--- src/rtl/stk_pipe_sched.sv ---
// rtl/stk_pipe_sched.sv - round-robin admission scheduler with per-engine and credit-based in-flight limits
module stk_pipe_sched #(
    parameter int ENGS_N    = 4,
    parameter int CREDITS_N = 4,
    parameter int ENGID_W   = $clog2(ENGS_N),
    parameter int CRED_W    = $clog2(CREDITS_N + 1)
) (
    input  logic                clk,
    input  logic                arst_n,
    input  logic [ENGS_N-1:0]   i_req,
    input  logic [ENGS_N-1:0]   i_req_alloc,
    output logic [ENGS_N-1:0]   o_gnt,
    output logic                o_issue_vld,
    output logic [ENGID_W-1:0]  o_issue_engid,
    input  logic                i_al_empty_r,
    input  logic                i_al_busy_r,
    output logic                o_al_alloc,
    input  logic                i_wrbk_vld,
    input  logic [ENGID_W-1:0]  i_wrbk_engid,
    output logic [ENGS_N-1:0]   o_inflight_r,
    output logic [CRED_W-1:0]   o_credits_r,
    output logic                o_err_r
);

    localparam logic [CRED_W-1:0]  CRED_MAX = CRED_W'(CREDITS_N);
    localparam logic [ENGID_W:0]   ENG_LIM  = (ENGID_W + 1)'(ENGS_N);

    logic                r_rdy;
    logic [ENGID_W-1:0]  r_rr_ptr;
    logic [ENGS_N-1:0]   r_inflight;
    logic [CRED_W-1:0]   r_credits;
    logic                r_err;

    logic [ENGS_N-1:0]   w_elig;
    logic [ENGS_N-1:0]   w_gnt;
    logic [ENGID_W-1:0]  w_engid;
    logic                w_issue;
    logic                w_eng_ok;
    logic                w_ret_ok;
    logic                w_ret_bad;
    logic [ENGID_W-1:0]  w_next_ptr;

    // Per-engine eligibility: ready, requesting, idle, a credit available, allocator usable if needed
    always_comb begin
        w_elig = '0;
        for (int e = 0; e < ENGS_N; e++) begin
            w_elig[e] = r_rdy & i_req[e] & ~r_inflight[e] & (r_credits != '0)
                        & ~(i_req_alloc[e] & (i_al_empty_r | i_al_busy_r));
        end
    end

    // Round-robin pick: first eligible engine starting at the pointer, wrapping modulo ENGS_N
    always_comb begin
        int idx;
        w_gnt   = '0;
        w_engid = '0;
        w_issue = 1'b0;
        idx     = 0;
        for (int i = 0; i < ENGS_N; i++) begin
            idx = int'(r_rr_ptr) + i;
            if (idx >= ENGS_N) begin
                idx = idx - ENGS_N;
            end
            if (!w_issue && w_elig[idx]) begin
                w_issue     = 1'b1;
                w_gnt[idx]  = 1'b1;
                w_engid     = idx[ENGID_W-1:0];
            end
        end
    end

    // Retire qualification: only a retire that matches an outstanding op may touch state
    always_comb begin
        w_eng_ok   = ({1'b0, i_wrbk_engid} < ENG_LIM);
        w_ret_ok   = i_wrbk_vld & w_eng_ok & r_inflight[i_wrbk_engid] & (r_credits != CRED_MAX);
        w_ret_bad  = i_wrbk_vld & ~w_ret_ok;
        w_next_ptr = (int'(w_engid) == ENGS_N - 1) ? '0 : w_engid + ENGID_W'(1);
    end

    // Scheduler state: ready flag, RR pointer, in-flight mask, credit count, sticky error
    always_ff @(posedge clk or negedge arst_n) begin
        if (!arst_n) begin
            r_rdy      <= 1'b0;
            r_rr_ptr   <= '0;
            r_inflight <= '0;
            r_credits  <= CRED_MAX;
            r_err      <= 1'b0;
        end else begin
            r_rdy <= 1'b1;
            if (w_issue) begin
                r_rr_ptr <= w_next_ptr;
            end
            for (int e = 0; e < ENGS_N; e++) begin
                if (w_issue && int'(w_engid) == e) begin
                    r_inflight[e] <= 1'b1;
                end else if (w_ret_ok && int'(i_wrbk_engid) == e) begin
                    r_inflight[e] <= 1'b0;
                end
            end
            if (w_issue && !w_ret_ok) begin
                r_credits <= r_credits - CRED_W'(1);
            end else if (!w_issue && w_ret_ok) begin
                r_credits <= r_credits + CRED_W'(1);
            end
            if (w_ret_bad) begin
                r_err <= 1'b1;
            end
        end
    end

    assign o_gnt         = w_gnt;
    assign o_issue_vld   = w_issue;
    assign o_issue_engid = w_engid;
    assign o_al_alloc    = w_issue & i_req_alloc[w_engid];
    assign o_inflight_r  = r_inflight;
    assign o_credits_r   = r_credits;
    assign o_err_r       = r_err;

endmodule

--- config.mk ---
export PLATFORM = sky130hd
export DESIGN_NAME = stk_pipe_sched
export DESIGN_NICKNAME = d
export VERILOG_FILES = /design/src/rtl/stk_pipe_sched.sv
export SDC_FILE = /design/constraint.sdc
export NUM_CORES = 1
export LEC_CHECK = 0
export ABC_AREA = 1
export BUFFER_PORTS_ARGS = -buffer_cell sky130_fd_sc_hd__buf_2
export CELL_PAD_IN_SITES_DETAIL_PLACEMENT = 2
export CELL_PAD_IN_SITES_GLOBAL_PLACEMENT = 2
export CORE_MARGIN = 10
export CORE_UTILIZATION = 28
export CTS_BUF_LIST = sky130_fd_sc_hd__clkbuf_4
export CTS_CLUSTER_DIAMETER = 40
export DETAILED_ROUTE_END_ITERATION = 8
export PLACE_DENSITY_LB_ADDON = 0.1
export SYNTH_ARGS = -nofsm -noshare
export SYNTH_HDL_FRONTEND = slang
export SYNTH_SLANG_ARGS = --single-unit
--- constraint.sdc ---
create_clock -name clk -period 2.63 [get_ports clk]
set_input_delay 0.1315 -clock clk [delete_from_list [all_inputs] [get_ports clk]]
set_output_delay 0.1315 -clock clk [all_outputs]
set_load 0.02 [all_outputs]
## Yosys cells after proc, flatten, opt, wreduce, memory -nomap -nowiden

Cells that the tools add are included.

| storage, ports and cells | value |
|---|---|
| register bits after elaboration | 11 |
| input bits | 15 |
| output and inout bits | 16 |

| operators by class | value |
|---|---|
| add/subtract/negate cells | 10 |
| order comparisons | 14 |
| equal/unequal tests | 7 |
| mux-type cells | 51 |
| bitwise logic cells | 37 |
| reductions and logical operators | 30 |

Operators with widths:

| kind | number |
|---|---|
| 32-bit by 1-bit >= comparator with 1-bit output (second input constant) | 4 |
| 32-bit by 4-bit less-than comparator with 1-bit output (second input constant) | 4 |
| 32-bit two-way mux | 4 |
| 1-bit two-way mux | 26 |
| 1-bit bitwise AND | 24 |
| 1-bit logical AND | 17 |
| 4-bit two-way mux | 4 |
| 1-bit binary-select mux with 2-bit select | 6 |
| 4-bit bitwise OR | 3 |
| 3-bit by 3-bit subtractor with 4-bit output (second input constant) | 3 |
| 2-bit two-way mux | 5 |
| 2-bit nonzero test | 5 |
| 3-bit >= comparator (second input constant) | 3 |
| 1-bit inverter | 9 |
| 1-bit demux with 2-bit select | 4 |
| 2-bit == test (second input constant) | 4 |
| 2-bit by 2-bit adder with 3-bit output (second input constant) | 2 |
| 2-bit by 3-bit less-than comparator with 1-bit output (second input constant) | 2 |
| 3-bit two-way mux | 2 |
| 1-bit logical NOT | 5 |
| 2-bit by 1-bit == test with 1-bit output (second input constant) | 2 |
| 2-bit logical NOT | 2 |
| 2-bit by 3-bit subtractor with 4-bit output (second input constant) | 1 |
| 2-bit by 1-bit adder with 3-bit output (second input constant) | 1 |
| other kinds (7) | 7 |

## Depth between registers and ports, before layout

| logic depth | value |
|---|---|
| depth after elaboration | 21 |
| gate-level depth with buffers | 16 |
| mapped depth without buffers | 16 |

## Worst setup path after synthesis

No wires, ideal clock.

| timing | value |
|---|---|
| path kind | reg-to-reg |
| start | register r_rr_ptr[1] |
| end | register r_credits[2], in the netlist o_credits_r[2] |
| setup time | 0.088 ns |
| data arrival time | 2.685 ns |
| required time | 2.542 ns |
| slack | -0.143 ns |
| stages on the path, launching flop included | 16 |
| buffers on the path | 0 |
| clock period less this slack | 2.773 ns |
| cell sequence | dfrtp_1 inv_1 ha_1 inv_1 nand3_2 nand2_2 nor2_8 nand2_1 nor2_2 inv_2 ha_1 inv_1 fa_1 a21oi_1 o21ai_0 xor2_1 |

| between the ends | value |
|---|---|
| longest elaborated chain between the ends | 18 |
| elaborated cells on any way between the ends | 42 |
| those cells by class | add/sub (7); order compare (4); mux (21); reduce/logical (10) |

RTL lines:

| what | line | RTL |
|---|---|---|
| from (decl) | 29 | `logic [ENGID_W-1:0] r_rr_ptr;` |
| from (signal assigned) | 91 | `r_rr_ptr <= w_next_ptr;` |
| parallel branches: the longest is 14 deep, another holds 3-bit by 3-bit subtractor with 4-bit output | -- |  |
| 1-bit two-way mux * | 64 | `if (!w_issue && w_elig[idx]) begin` |
| via o_issue_vld | 13 | `output logic o_issue_vld,` |
| 1-bit logical NOT | 102 | `end else if (!w_issue && w_ret_ok) begin` |
| 1-bit logical AND | 102 |  |
| 2-bit nonzero test (no line) | -- |  |
| to (signal assigned) | 101 | `r_credits <= r_credits - CRED_W'(1);` |
| to (signal assigned) | 103 | `r_credits <= r_credits + CRED_W'(1);` |
| to (decl) | 31 | `logic [CRED_W-1:0] r_credits;` |

Mark *: on every way through the listed nets, which the timed path passes. The select of a mux whose other input is x is not followed.
A chain may end at the register's enable or synchronous reset.

## Worst setup path in the final report

| timing | value |
|---|---|
| start | register r_credits[2], in the netlist o_credits_r[2] |
| end | register r_credits[2], in the netlist o_credits_r[2] |

| between the ends | value |
|---|---|
| longest elaborated chain between the ends | 19 |
| elaborated cells on any way between the ends | 42 |
| those cells by class | add/sub (2); eq/ne (1); mux (18); bitwise (9); reduce/logical (12) |

RTL lines:

| what | line | RTL |
|---|---|---|
| 3-bit nonzero test | 47 | `w_elig[e] = r_rdy & i_req[e] & ~r_inflight[e] & (r_credits != '0)` |
| 1-bit bitwise AND | 47 |  |
| 1-bit bitwise AND | 48 | `& ~(i_req_alloc[e] & (i_al_empty_r \| i_al_busy_r));` |
| 1-bit binary-select mux with 2-bit select | 64 |  |
| 1-bit two-way mux (implied by the code) (2 in series) | 64 |  |
| 1-bit two-way mux | 64 |  |
| 1-bit logical NOT | 64 |  |
| 1-bit logical AND | 64 |  |
| [2 not listed] | -- |  |
| 1-bit logical AND | 64 |  |
| 1-bit two-way mux | 64 |  |
| 1-bit logical NOT | 64 |  |
| 1-bit logical AND | 64 |  |
| 1-bit two-way mux | 64 |  |
| 1-bit logical NOT | 102 |  |
| 1-bit logical AND | 102 |  |
| 2-bit nonzero test (no line) | -- |  |

Several ways; a longest one is shown, not always the timed one. The select of a mux whose other input is x is not followed.

==> qor.txt <==
============================================================================================
Run status .................................................................... complete, no violations
Clock sink count ..............................................................           11
Maximum level of the CTS H-tree ...............................................            1
Total via count after detailed routing ........................................         1249
Diodes inserted ...............................................................            0
Chip width ....................................................................      87.9 µm
Final Hold Viols ..............................................................            0
Vias in the first global route ................................................         1427
Net count after synthesis .....................................................          194
Total placed cells including tap cells ........................................          251
Die Area ......................................................................     7730 µm²
DRC violation count after routing .............................................            0
Highest net fanout along the worst path .......................................            4
# rows ........................................................................           24
Worst hold-check slack ........................................................    0.0845 ns
Wire length of the first global-routing pass ..................................      6890 µm
Number of DRC violations after detailed-routing iteration 0 ...................           18
Total wire length .............................................................      4150 µm
Avg Cell Area, Syn ............................................................     7.83 µm²
XOR/XNOR Fraction of Synth Area ...............................................        1.36%
Starting density of the core ..................................................        29.3%
Hold path startpoint ..........................................................   i_wrbk_vld
Cells along the critical path ................................................. inv_1, nand2_4, nand3_2, nand2_2, nand3_2, nand2_4, nor2_8, nand2_1, nor2_2, inv_2, ha_1, inv_2, fa_2, a21oi_2, o21ai_0, xor2_1
First-pass iteration count of the detailed router .............................            4
Setup Crit Path Kind ..........................................................   reg -> reg
Worst setup path endpoint ..................................................... o_credits_r[2]
Average vias per placed instance ..............................................         4.82
Initial antenna violation count ...............................................            0
Adder and majority gate portion of the synthesized area .......................        14.1%
Yosys cell types ..............................................................           32
Clock tree root buffer cell ................................................... sky130_fd_sc_hd__clkbuf_4
Kind of launch point of the worst setup path ..................................         flop
Required arrival time at the worst endpoint ...................................      2.82 ns
Number of nets in the layout ..................................................          237
Average routed wire per standard cell .........................................      16.0 µm
Largest net degree at the start of global routing .............................           12
Yosys warns ...................................................................            0
Largest area contributor in the synthesized netlist ........................... sky130_fd_sc_hd__dfrtp_1
Maximum frequency from static timing analysis .................................      408 MHz
Portion of netlist area occupied by mux cells .................................           0%
Clock latency at the later pin of the worst-skew pair .........................      0.27 ns
Max-cap violations ............................................................            0
Ranking of synthesized cells by area .......................................... sky130_fd_sc_hd__dfrtp_1 (19%), sky130_fd_sc_hd__ha_1 (13%), sky130_fd_sc_hd__nand3_2 (8.5%)
Post-Syn Area .................................................................     1290 µm²
Maximum buffer depth of the clock tree ........................................            2
Layout Cells excl Fill ........................................................          259
Arrival time at the worst endpoint ............................................      2.64 ns
Time the worst path needs with I/O delays and setup ...........................      2.45 ns
I/O Pins ......................................................................           31
Core ar. ......................................................................     4410 µm²
Clock tree from TritonCTS .....................................................         done
Crit path max-delay cell type ................................................. sky130_fd_sc_hd__dfstp_2
Port Buf Inserts ..............................................................           30
Clock skew after layout .......................................................   0.00308 ns
Proportion of layout cells with a drive suffix above 1 ........................        47.8%
Synthesized instance count ....................................................          165
Crit. Startpoint .............................................................. o_credits_r[2]
DPL Wire Length ...............................................................      3640 µm
Gpl congestion ................................................................        0.778
Most frequent cells in the layout ............................................. sky130_fd_sc_hd__buf_2 (30), sky130_fd_sc_hd__inv_1 (20), sky130_fd_sc_hd__nand2_1 (20)
Slowest Stage Delay on Critical Path ..........................................      0.54 ns
Gr usage total ................................................................        11.1%
Setup slack of the critical path after layout .................................     0.176 ns
Largest family of logic cells by synthesized area ............................. simple AND/OR/NAND/NOR gates
Synth-to-layout area growth ...................................................        28.6%
Terminus of the critical flop-to-flop path .................................... o_credits_r[2]
Basic-gate share of the synthesized area counting and, or, nand and nor cells .        39.5%
Area fraction of the dominant cell type after synthesis .......................        19.4%
Number of cells on the worst reg-to-reg path ..................................           16
Antenna-violating nets left ...................................................            0
GR Overflow Total .............................................................            0
Pre-CTS WS ....................................................................    0.0798 ns
Part of the Yosys area used for sequential elements ...........................        21.4%
Vertical extent of the die ....................................................      87.9 µm
Ratio of final minimum period to clock period .................................        93.3%
Pins Over Slew Limit ..........................................................            0
Register-to-Register Setup Slack ..............................................      0.18 ns
Clock slew at the register clock pins of the worst setup and hold paths .......      0.07 ns
Final setup viols .............................................................            0
Synthesized-area fraction occupied by ao, oa, aoi and oai cells ...............        14.9%
Most common library cell in the layout ignoring fill and taps ................. sky130_fd_sc_hd__buf_2
Number of buffers added by the clock tree synthesis step ......................            3
Number of storage elements in the synthesis netlist ...........................           11
Crit path capture type ........................................................         flop
Worst hold path type ..........................................................    in -> reg
Worst reg2reg startpoint ...................................................... o_credits_r[2]
============================================================================================
-- stage by stage --
stage | utilization [%] | instance area [µm²] | setup TNS, ns
5_1_grt | 37.6 | 1660 | -0.00542
3_3_place_gp | 35.2 | 1550 | 0
6_report | 37.6 | 1660 | 0
4_1_cts | 36.1 | 1590 | 0
2_1_floorplan | - | 1310 | 0
3_5_place_dp | 35.2 | 1550 | 0
-- cell usage after synthesis, drive strengths merged --
cell type and count:
xnor2 1, nand4 1, o22ai 1, xor2 1, ha 13, dfrtp 10
nor2 19, a31oi 1, conb 1, fa 1, a21oi 7, dfstp 1
buf 1, nand2 38, nor3 5, nand3b 1, a21o 1, inv 26
nand3 18, o221ai 4, o21ai 14
-- metal layers --
layer | global-route usage (%) | wire [µm] | vias up
li1 | - | - | 622
met1 | 13.8 | 1940 | 603
met2 | 18.9 | 2020 | 24
met3 | 2.69 | 184 | 0
met4 | 2.17 | 0 | 0
met5 | 0 | 0 | -
-- state kept, by name, summed over array words and instances (netlist names) --
register / cells
r_rdy: 1
r_rr_ptr: 2
o_err_r: 1
o_credits_r: 3
o_inflight_r: 4
-- cells by family (layout without fill, tap and decap cells) --
group           Yosys count  in the layout
other cells               1              1
fa+ha+maj                14             14
simple gates             82             82
xor+xnor                  2              2
buf+inv                  27             69
flops                    11             11
compound gates           28             28
-- layout make-up --
| type | instances | area, µm² |
|---|---|---|
| clock buffer | 4 | 30.0 |
| sequential | 11 | 280 |
| tap | 52 | 65.1 |
| inverter | 26 | 97.6 |
| timing repair buffer | 39 | 220 |
| fill | 531 | 2750 |
| multi-input combinational | 127 | 968 |
-- worst min-delay path by stage --
stage	endpoint	slack, ns	cells past startpoint
global placement	o_err_r	0.02	1
global route	o_err_r	0.08	2
finish	o_err_r	0.08	2
CTS	o_err_r	0.08	2
detailed placement	o_credits_r[1]	0.02	1
floorplan	o_credits_r[0]	-0.16	0
-- worst max-delay path, delay by kind of cell, from the launching register on --
kind | cells | cell delay, ns
buffers and inverters | 3 | 0.20
flip-flops | 1 | 0.54
XOR/XNOR | 1 | 0.17
adder cells (fa/ha/maj) | 2 | 0.51
AO/OA/AOI/OAI | 2 | 0.23
AND/OR/NAND/NOR | 8 | 0.72
-- repair_timing --
item                                    in CTS  in global routing
endpoints found under the setup margin       0                  3
buffers inserted                             0                  3
hold endpoints to repair                    11                  0
gates resized for setup                      0                 14
hold buffers                                 1                  0
Power is left out: the tool's default activity adds up to more than one toggle a clock period on the data nets, which glitch-free logic cannot reach.
